### config.mk
export PLATFORM = sky130hd
export DESIGN_NAME = dct_bfly_sched
export DESIGN_NICKNAME = d
export VERILOG_FILES = /design/src/rtl/dct_bfly_sched.sv
export SDC_FILE = /design/constraint.sdc
export NUM_CORES = 1
export LEC_CHECK = 0
export CORE_ASPECT_RATIO = 1.4
export CORE_MARGIN = 10
export CORE_UTILIZATION = 55
export CTS_CLUSTER_DIAMETER = 120
export CTS_CLUSTER_SIZE = 25
export DETAILED_ROUTE_END_ITERATION = 8
export HOLD_SLACK_MARGIN = 0.02
export PLACE_DENSITY = 0.87
export SETUP_SLACK_MARGIN = 0.4
export SLEW_MARGIN = 20
export SYNTH_ARGS = -nofsm -noshare
export SYNTH_HDL_FRONTEND = slang
export SYNTH_SLANG_ARGS = --single-unit
export TNS_END_PERCENT = 5
### constraint.sdc
create_clock -name clk -period 4.4 [get_ports clk]
set_clock_uncertainty 0.2 [all_clocks]
set_input_delay 0.88 -clock clk [delete_from_list [all_inputs] [get_ports clk]]
set_output_delay 0.88 -clock clk [all_outputs]
set_load 0.05 [all_outputs]
### src/rtl/dct_bfly_sched.sv
// First butterfly stage of an 8-point 1D DCT: gathers 8 samples, forms 4 sums and
// 4 differences on one shared adder, then streams the 8 exact 17-bit results.

module adder16 (
  input  logic [15:0] a,
  input  logic [15:0] b,
  input  logic        cin,
  output logic [15:0] sum,
  output logic        cout
);
  assign {cout, sum} = {1'b0, a} + {1'b0, b} + {16'b0, cin};
endmodule

module complement16 (
  input  logic [15:0] x,
  input  logic        inv,
  output logic [15:0] y
);
  assign y = x ^ {16{inv}};
endmodule

module dct_bfly_sched #(
  parameter int DATA_W = 16,
  parameter int N      = 8
) (
  input  logic              clk,
  input  logic              rst_n,
  input  logic              in_valid,
  output logic              in_ready,
  input  logic [DATA_W-1:0] in_data,
  input  logic              in_last,
  output logic              out_valid,
  input  logic              out_ready,
  output logic [DATA_W:0]   out_data,
  output logic [2:0]        out_idx,
  output logic              out_last,
  output logic              busy,
  output logic              frame_err,
  input  logic              clr_err
);

  if (DATA_W != 16) begin : g_bad_data_w
    $error("dct_bfly_sched: DATA_W must be 16 (fixed by adder16)");
  end
  if (N != 8) begin : g_bad_n
    $error("dct_bfly_sched: N must be 8");
  end

  typedef enum logic [1:0] {
    S_LOAD = 2'd0,
    S_CALC = 2'd1,
    S_OUT  = 2'd2
  } state_t;

  localparam logic [2:0] LAST_CNT = 3'(N - 1);

  state_t      state, state_nxt;
  logic [2:0]  cnt, cnt_nxt;
  logic [15:0] x [8];
  logic [16:0] r [8];

  logic        in_xfer;
  logic [15:0] a_op;
  logic [15:0] b_raw;
  logic [15:0] b_cmp;
  logic [15:0] add_sum;
  logic        add_cout;
  logic        sub_op;

  // Handshake: a beat moves on a rising edge where valid && ready; a source holds
  // valid and its payload until that edge, and ready never waits on valid.
  assign in_xfer = (state == S_LOAD) && in_valid;

  // cnt is shared: beat index in LOAD, op index k in CALC, result index in OUT.
  always_comb begin
    state_nxt = state;
    cnt_nxt   = cnt;
    in_ready  = 1'b0;
    out_valid = 1'b0;
    busy      = 1'b0;
    out_data  = '0;
    out_idx   = 3'd0;
    out_last  = 1'b0;
    case (state)
      S_LOAD: begin
        in_ready = 1'b1;
        if (in_valid) begin
          cnt_nxt = cnt + 3'd1;
          if (cnt == LAST_CNT) state_nxt = S_CALC;
        end
      end
      S_CALC: begin
        busy    = 1'b1;
        cnt_nxt = cnt + 3'd1;
        if (cnt == LAST_CNT) state_nxt = S_OUT;
      end
      S_OUT: begin
        busy      = 1'b1;
        out_valid = 1'b1;
        out_data  = r[cnt];
        out_idx   = cnt;
        out_last  = (cnt == LAST_CNT);
        if (out_ready) begin
          cnt_nxt = cnt + 3'd1;
          if (cnt == LAST_CNT) state_nxt = S_LOAD;
        end
      end
      default: begin
        state_nxt = S_LOAD;
        cnt_nxt   = 3'd0;
      end
    endcase
  end

  always_ff @(posedge clk or negedge rst_n) begin
    if (!rst_n) begin
      state <= S_LOAD;
      cnt   <= 3'd0;
    end else begin
      state <= state_nxt;
      cnt   <= cnt_nxt;
    end
  end

  // Op k pairs x[k mod 4] with x[7 - (k mod 4)]; ops 4..7 subtract.
  assign sub_op = cnt[2];
  assign a_op   = x[{1'b0, cnt[1:0]}];
  assign b_raw  = x[{1'b1, ~cnt[1:0]}];

  complement16 u_cmp (
    .x   (b_raw),
    .inv (sub_op),
    .y   (b_cmp)
  );

  adder16 u_add (
    .a    (a_op),
    .b    (b_cmp),
    .cin  (sub_op),
    .sum  (add_sum),
    .cout (add_cout)
  );

  always_ff @(posedge clk or negedge rst_n) begin
    if (!rst_n) begin
      for (int i = 0; i < 8; i++) begin
        x[i] <= '0;
        r[i] <= '0;
      end
    end else begin
      if (in_xfer) x[cnt] <= in_data;
      // Bit 16 recovers the true sign: the 17-bit sum of both sign-extended operands.
      if (state == S_CALC) r[cnt] <= {a_op[15] ^ b_cmp[15] ^ add_cout, add_sum};
    end
  end

  always_ff @(posedge clk or negedge rst_n) begin
    if (!rst_n) begin
      frame_err <= 1'b0;
    end else if (in_xfer && (in_last != (cnt == LAST_CNT))) begin
      frame_err <= 1'b1;
    end else if (clr_err) begin
      frame_err <= 1'b0;
    end
  end

endmodule

After elaboration in Yosys (flattened, before gate mapping)
Cells that the tools add are included.

operators by class
  $add $sub $neg = 3
  order comparisons = 4
  eq/ne operators = 9
  multiplexer cells = 32
  bitwise operators = 7
  reduce and logical (&&, ||, !) cells = 8

operators by type and width
  kind                   number
  $bwmux W136            1
  $bwmux W128            1
  $bmux W16 S3           2
  $mux W16               5
  $mux W17               4
  $bmux W17 S3           1
  $demux W17 S3          1
  $demux W16 S3          1
  $add A16 B16 Y17       1
  $add A17 B1 Y17        1
  $xor A16 B16 Y16       1
  $ge A4 B4 Y1 const B   3
  $mux W2                5
  $mux W3                3
  $pmux W3 S3            1
  $ne A2 B2 Y1 const B   4
  $not A3 Y4             2
  $mux W1                6
  $pmux W2 S3            1
  $reduce_and A5 Y1      1
  $lt A4 B1 Y1 const B   1
  $not A2 Y4             1
  $add A3 B1 Y3 const B  1
  $eq A3 B3 Y1 const B   1
  other kinds (11)       14

storage, ports and cells
  register bits = 270
  input port bits = 22
  output and inout port bits = 25
  logic and storage cells = 82

Longest topological paths before layout
Gate-level depths: netlist (run 1).

  depth in word-level cells = 10
  mapped depth = 13
  mapped depth without buffers = 10

By module
Synthesis (run 1) repeated with hierarchy kept, for this count alone.

second synthesis, totals
  cell total of the unflattened synthesis = 922
  area total of the unflattened synthesis = 13371.6 um^2

modules (own cells, without submodules)
  module          times used  cells each  area each (um^2)  seq. area each (um^2)
  dct_bfly_sched  1           810         12456.9           6756.5
  adder16         1           94          743.2             0.0
  complement16    1           18          171.4             0.0

Worst setup path before layout (run 1)
Ideal clock, no wire load.

  path kind = flip-flop to flip-flop
  start point = register cnt[0]
  end point = register r[114] in the netlist's numbering
  setup time = 0.140 ns
  arrival time = 3.737 ns
  required time = 4.060 ns
  path slack = 0.323 ns
  stages on the path, launching flop included = 14
  clock period less this slack = 4.077 ns
  path through = dfrtp_1 buf_4 clkbuf_1 buf_2 mux4_2 xnor2_1 ha_1 clkbuf_1 a21o_1 a311o_1 a221oi_1 o21ai_0 xnor2_1 o21ai_0

on the way
  cells in the longest elaborated chain, start to end = 9
  elaborated cells on any way between the ends = 19
  classes of those cells = 2 x add/sub; 2 x order compare; 9 x mux; 5 x bitwise; 1 x reduce/logical

RTL lines
  what                                          RTL line  RTL
  start, declared                               58        logic [2:0] cnt, cnt_nxt;
  start signal, assigned                        121       cnt <= cnt_nxt;
  $not A2 Y2                                    128       assign b_raw = x[{1'b1, ~cnt[1:0]}];
  $not A3 Y4                                    128
  $bmux W16 S3                                  128
  $mux W16 (not written as such) (2 in series)  128
  $xor A16 B16 Y16                              19        assign y = x ^ {16{inv}};
  $add A16 B16 Y17                              11        assign {cout, sum} = {1'b0, a} + {1'b0, b} + {16'b0, cin};
  $add A17 B1 Y17                               11
  $bwmux W136 (*)                               153       if (state == S_CALC) r[cnt] <= {a_op[15] ^ b_cmp[15] ^ add_cout, add_sum};
  end signal, assigned by index                 153
  end, declared                                 60        logic [16:0] r [8];

Every way passes the cells marked *; elsewhere a longest branch is shown, timed or not. The select of a mux whose other input is x is not followed.
A chain may end at the register's enable or synchronous reset.

Worst setup path after layout (run 1)
  start point = register cnt[1]
  end point = output out_data[0]

on the way
  cells in the longest elaborated chain, start to end = 5

RTL lines
  what                                          RTL line  RTL
  $not A3 Y4 (not written as such)              100       out_data = r[cnt];
  $bmux W17 S3                                  100
  $mux W17 (not written as such) (2 in series)  100
  $mux W17                                      84        case (state)
  end, declared                                 34        output logic [DATA_W:0] out_data,

Every way passes these cells. The select of a mux whose other input is x is not followed.

==> results of run 1 <==
sequential cells by signal (all words and copies together), names as in the netlist:
name       flops
state          2
r            136
frame_err      1
cnt            3
x            128
metrics by stage:
step           utilization  instance area [um^2]  instances  setup WS, ps
2_1_floorplan            -                 12600       1070           414
3_3_place_gp         0.601                 13500       1372           510
3_5_place_dp         0.601                 13500       1372           467
4_1_cts              0.619                 14000       1392           452
5_1_grt              0.620                 14000       1392           273
6_report             0.620                 14000       1392           416
final timing paths:
kind | startpoint | end | slack, ps
worst max-delay path | cnt[1] | out_data[0] | 420
worst min-delay path | rst_n | x[19] | 230
worst max register to register | cnt[0] | r[112] | 630
worst min register to register | r[29] | r[29] | 290
max in group asynchronous | rst_n | x[46] | 2830
min in group clk | r[29] | r[29] | 290
metal layers:
metal | GRT usage | vias to the layer above | routed length [um]
met2 | 0.360 | 283 | 15500
met3 | 0.0239 | 73 | 1380
met1 | 0.245 | 4439 | 11700
met4 | 0.0747 | 0 | 904
met5 | 0 | - | 0
li1 | - | 3900 | -
kinds of logic (layout without fill, tap and decap cells):
kind of cell,Yosys count,in the layout,synth area share
AO/OA/AOI/OAI,272,272,0.138
XOR/XNOR,27,27,0.0200
adder cells (fa/ha/maj),22,22,0.0225
buffers and inverters,85,106,0.0269
flip-flops,270,270,0.538
multiplexers,163,163,0.175
AND/OR/NAND/NOR,231,231,0.0796
worst max-delay path: cells and delay by family (launching register included):
family                 cells  cell delay [ps]
AOI/OAI and AO/OA          3              600
buffers and inverters      3              850
and+or+nand+nor            1              450
DFF                        1              490
cells in the final DEF (no fill, tap or decap), types with 4 or more instances in the layout:
master           count
dfrtp_1            269
nand2_1            157
mux2_2             130
o21ai_0            118
a22oi_1             34
mux4_2              32
a21oi_1             31
nor2_1              30
buf_4               29
clkdlybuf4s50_1     28
xnor2_1             22
ha_1                21
buf_12              20
a221oi_1            18
a22o_1              17
a31oi_1             17
clkbuf_16           15
and2_1              11
and3_1              11
inv_1               10
o31ai_1              9
a21o_1               5
nor3_2               4
timing repair:
action | in CTS | in global routing
pin swaps | 0 | 1
hold endpoints to repair | 0 | 0
hold buffers | 0 | 0
gates resized for setup | 1 | 3
endpoints found under the setup margin | 12 | 35
setup buffers | 3 | 0
area by class of cell:
| type | count | area share |
|---|---|---|
| timing repair buffer | 78 | 0.0654 |
| inverter | 11 | 0.00322 |
| multi-input combinational | 715 | 0.393 |
| tap | 301 | 0.0270 |
| sequential | 270 | 0.484 |
| clock buffer | 16 | 0.0271 |
| clock inverter | 1 | 0.000537 |
==> run_results.csv, run 1 <==
group,metric,value,unit
job,maxCapViolations,0,
global_route,gr-total-overflow,0,
setup_path,path_common_cell,"buf_4",
detailed_routing,via_per_inst,6.25,
global_route,antenna_found_initial,0,
logic_synthesis,synth_async_sr_flop_share,1.00,
clocking,root_buffer,"clkbuf_16",
setup_path,crit_arrival,2900,ps
clocking,tritoncts,"built",
sta,fin_crit,3980,ps
logic_synthesis,postSynthAreaPerCell,11.7,um^2
global_route,grt_max_degree,105,
sta,worst_pin_slew,1050,ps
sta,min_period_over_period,0.906,
global_route,track_usage,0.202,
sta,drv_slew,0,
detailed_routing,dr_total_vias,8695,
setup_path,startpoint_type,"flop",
placement,dpl.hpwl,19400,um
die,initial_core_util,0.557,
logic_synthesis,synthFlopType,"dfrtp_1",
final_layout,nFillCells,1716,
sta,clock.fmax,251,MHz
logic_synthesis,synth_cells,1070,
sta,hold_viol,0,
clocking,cts_max_path_buffers,3,
detailed_routing,first_pass_iters,7,
logic_synthesis,synth_edf_count,0,
final_layout,n_antenna_cell,0,
setup_path,reg2reg_depth,10,
logic_synthesis,yosysTopAreaCell,"dfrtp_1",
logic_synthesis,ys_ff_latch,270,
die,top_level_ports,47,
detailed_routing,wirelength,29500,um
detailed_routing,drc,0,
final_layout,syn_to_final_growth,11.4,%
die,coreArea,22500,um^2
clocking,htree_levels,1,
hold_path,min_path_type,"in -> async",
setup_path,crit_type,"reg -> out",
logic_synthesis,synth_most_common_cell,"dfrtp_1",
detailed_routing,initialDrtViolationCount,898,
detailed_routing,wl_per_cell,21.2,um
sta,holdWs,226,ps
logic_synthesis,yosys-top-cells-count,"270 x dfrtp_1, 157 x nand2_1, 130 x mux2_2",
placement,port_buffers,46,
logic_synthesis,yosys_warnings,0,
status,run_status,"finished clean",
die,die-area,29300,um^2
logic_synthesis,synth_nets,1114,
placement,place.gp.congestion,0.924,
setup_path,cp_max_fo,20,
logic_synthesis,syn_area,12500,um^2
setup_path,slowest_stage,"dfrtp_1",
clocking,cts_buffers,14,
logic_synthesis,ys_seq_area_frac,0.538,
setup_path,path_cells,"buf_4, and3_1, buf_4, a22o_1, a221oi_1, a31oi_1, buf_12",
sta,rsz0062_at_grt,"true",
die,rows,65,
logic_synthesis,synth.area.top_cells,"dfrtp_1 54%, mux2_2 12%, mux4_2 5.7%, o21ai_0 4.7%, nand2_1 4.7%",
logic_synthesis,synth.top_cell.area_share,0.538,
sta,slew_headroom,0.300,
clocking,clock_latency,500,ps
final_layout,nNetsFinal,1134,
clocking,clk_pin_slew,100,ps
sta,setup_violations,0,
clocking,cts_sinks,270,
setup_path,slowest_delay,490,ps
final_layout,drive_gt1_frac,0.223,
logic_synthesis,synth_cell_types,53,
detailed_routing,final_antenna_net_count,0,
final_layout,final-seq-area,6760,um^2
sta,fin_tns_setup,0,ps
setup_path,worstPathRequired,3320,ps
die,die_width,148,um
final_layout,multi_input_area,5490,um^2
die,die_h,199,um
global_route,grt_pass1_wl,48400,um
setup_path,end_kind,"output port",
global_route,first_global_vias,9096,
Power of run 1 is left out: the tool's default activity adds up to more than one toggle a clock period on the data nets, which glitch-free logic cannot reach.
==> run 2, diff against run 1 <==
- CORE_ASPECT_RATIO: 1.4 -> 0.8
==> run 2 against run 1 <==
Compared with the run above: die area shrank 0.16%; sequential share of layout area fell by 0.12 points; via count up 1.1%; first-iteration DRC count decreased by 7.8%; maximum frequency is 0.12% lower; worst setup slack worse by 4.6 ps; non-clock buffer count is 3 lower; global-route usage shrank 0.11 points; worst hold slack worse by 6.5 ps; design area is 0.28% higher; final cell count rose by 0.14%.
==> run_results.csv, run 2 (synthesis results as in run 1) <==
group,metric,value,unit
clocking,htree_levels,1,
detailed_routing,first_pass_iters,5,
setup_path,crit_buf_inv,4,
global_route,first_global_vias,8919,
setup_path,startpoint_type,"flop",
global_route,antenna_found_initial,0,
final_layout,reg.largest.list,"r (136), x (128), cnt (3)",
clocking,cts_max_path_buffers,3,
placement,place.gp.congestion,0.859,
status,run_status,"finished clean",
final_layout,n_antenna_cell,0,
hold_path,min_path_type,"in -> async",
sta,min_period_over_period,0.907,
setup_path,reg2reg_setup_slack,580,ps
setup_path,reg2reg_depth,10,
clocking,tritoncts,"built",
global_route,track_usage,0.200,
setup_path,path_cells,"buf_12, buf_4, and3_1, buf_4, a22oi_1, a31oi_1, buf_12",
final_layout,nNetsFinal,1131,
global_route,gr-total-overflow,0,
detailed_routing,via_per_inst,6.31,
detailed_routing,drc,0,
placement,port_buffers,46,
die,top_level_ports,47,
final_layout,final_cell_mix,"267 x dfrtp_1, 157 x nand2_1, 130 x mux2_2",
setup_path,worstPathRequired,3320,ps
placement,dpl.hpwl,19200,um
setup_path,rr_startpoint,"cnt[0]",
clocking,cts_sinks,270,
final_layout,largest-register,"r",
sta,fin_tns_setup,0,ps
die,die_h,155,um
sta,setup_violations,0,
detailed_routing,wl_per_cell,21.4,um
setup_path,slowest_stage,"dfrtp_2",
die,initial_core_util,0.559,
final_layout,largest_register_ffs,136,
job,maxCapViolations,0,
setup_path,end_kind,"output port",
detailed_routing,final_antenna_net_count,0,
setup_path,crit_arrival,2910,ps
clocking,clock_latency,500,ps
setup_path,slowest_delay,550,ps
sta,worst_pin_slew,1090,ps
clocking,post_cts_buffers,0,
final_layout,final_common_cell,"dfrtp_1",
detailed_routing,initialDrtViolationCount,828,
sta,hold_viol,0,
final_layout,drive_gt1_frac,0.227,
sta,rsz0062_at_grt,"true",
final_layout,nFillCells,1700,
clocking,cts_buffers,14,
sta,drv_slew,0,
detailed_routing,wirelength,29900,um
die,rows,49,
die,die_width,189,um
setup_path,worstReg2RegEnd,"r[65]",
sta,fin_crit,3990,ps
final_layout,syn_to_final_growth,11.7,%
setup_path,crit_type,"reg -> out",
setup_path,crit_family,"buffers and inverters",
sta,clock.fmax,251,MHz
sta,slew_headroom,0.272,
global_route,grt_pass1_wl,48100,um
clocking,clk_pin_slew,100,ps
detailed_routing,dr_total_vias,8794,
die,die-area,29300,um^2
clocking,root_buffer,"clkbuf_16",
die,coreArea,22400,um^2
setup_path,cp_max_fo,19,
global_route,grt_max_degree,113,
## run 2: cell count changes in the layout (fill, tap and decap cells not counted), sizes merged
cell,delta
clkbuf,+1
clkdlybuf4s50,-1
clkinvlp,-1
inv,+1
buf,-4
dlygate4sd2,+1
## run 2: timing repair
item                                   CTS  global route
hold buffers                             0             0
setup endpoints to repair               26            41
gates cloned                             0             1
gates resized for setup                  3            11
endpoints found under the hold margin    0             0
## run 2: layout make-up
class / instances / area [um^2] / area share
sequential: 270 / 6760 / 0.482
multi-input combinational: 715 / 5530 / 0.395
timing repair buffer: 75 / 907 / 0.0647
tap: 306 / 383 / 0.0273
clock buffer: 16 / 379 / 0.0271
inverter: 11 / 41.3 / 0.00295
clock inverter: 1 / 7.51 / 0.000536
## run 2: worst max-delay path by stage
stage | startpoint | endpoint | cells after the start
floorplan | cnt[0] | r[114] | 13
global placement | cnt[0] | r[63] | 10
detailed placement | cnt[0] | r[12] | 10
CTS | cnt[0] | r[29] | 10
global route | cnt[0] | r[31] | 10
finish | cnt[0] | out_data[14] | 7
## run 2: worst register-to-register path: cells and delay by family, from the launching register on
kind	cells	cell delay [ps]
AOI/OAI and AO/OA	5	1410
muxes	2	880
DFF	1	550
adders and majority gates	1	410
and+or+nand+nor	1	160
buffers and inverters	1	90
## run 2: through the flow
step	hold WS [ps]	instance area [um^2]	util	setup WS (ps)	instances
global route	301	14000	0.624	357	1394
finish	220	14000	0.624	411	1394
detailed placement	264	13500	0.603	377	1376
floorplan	246	12600	-	414	1070
global placement	260	13500	0.603	544	1376
CTS	286	13900	0.621	368	1393
## run 2: routing by layer
| layer | routed length, um | track usage | vias to the layer above |
|---|---|---|---|
| met5 | 0 | 0 | - |
| met4 | 526 | 0.0490 | 0 |
| met3 | 2330 | 0.0371 | 43 |
| met2 | 14200 | 0.328 | 361 |
| met1 | 12800 | 0.272 | 4488 |
| li1 | - | - | 3902 |
Power of run 2 is left out for the same reason.
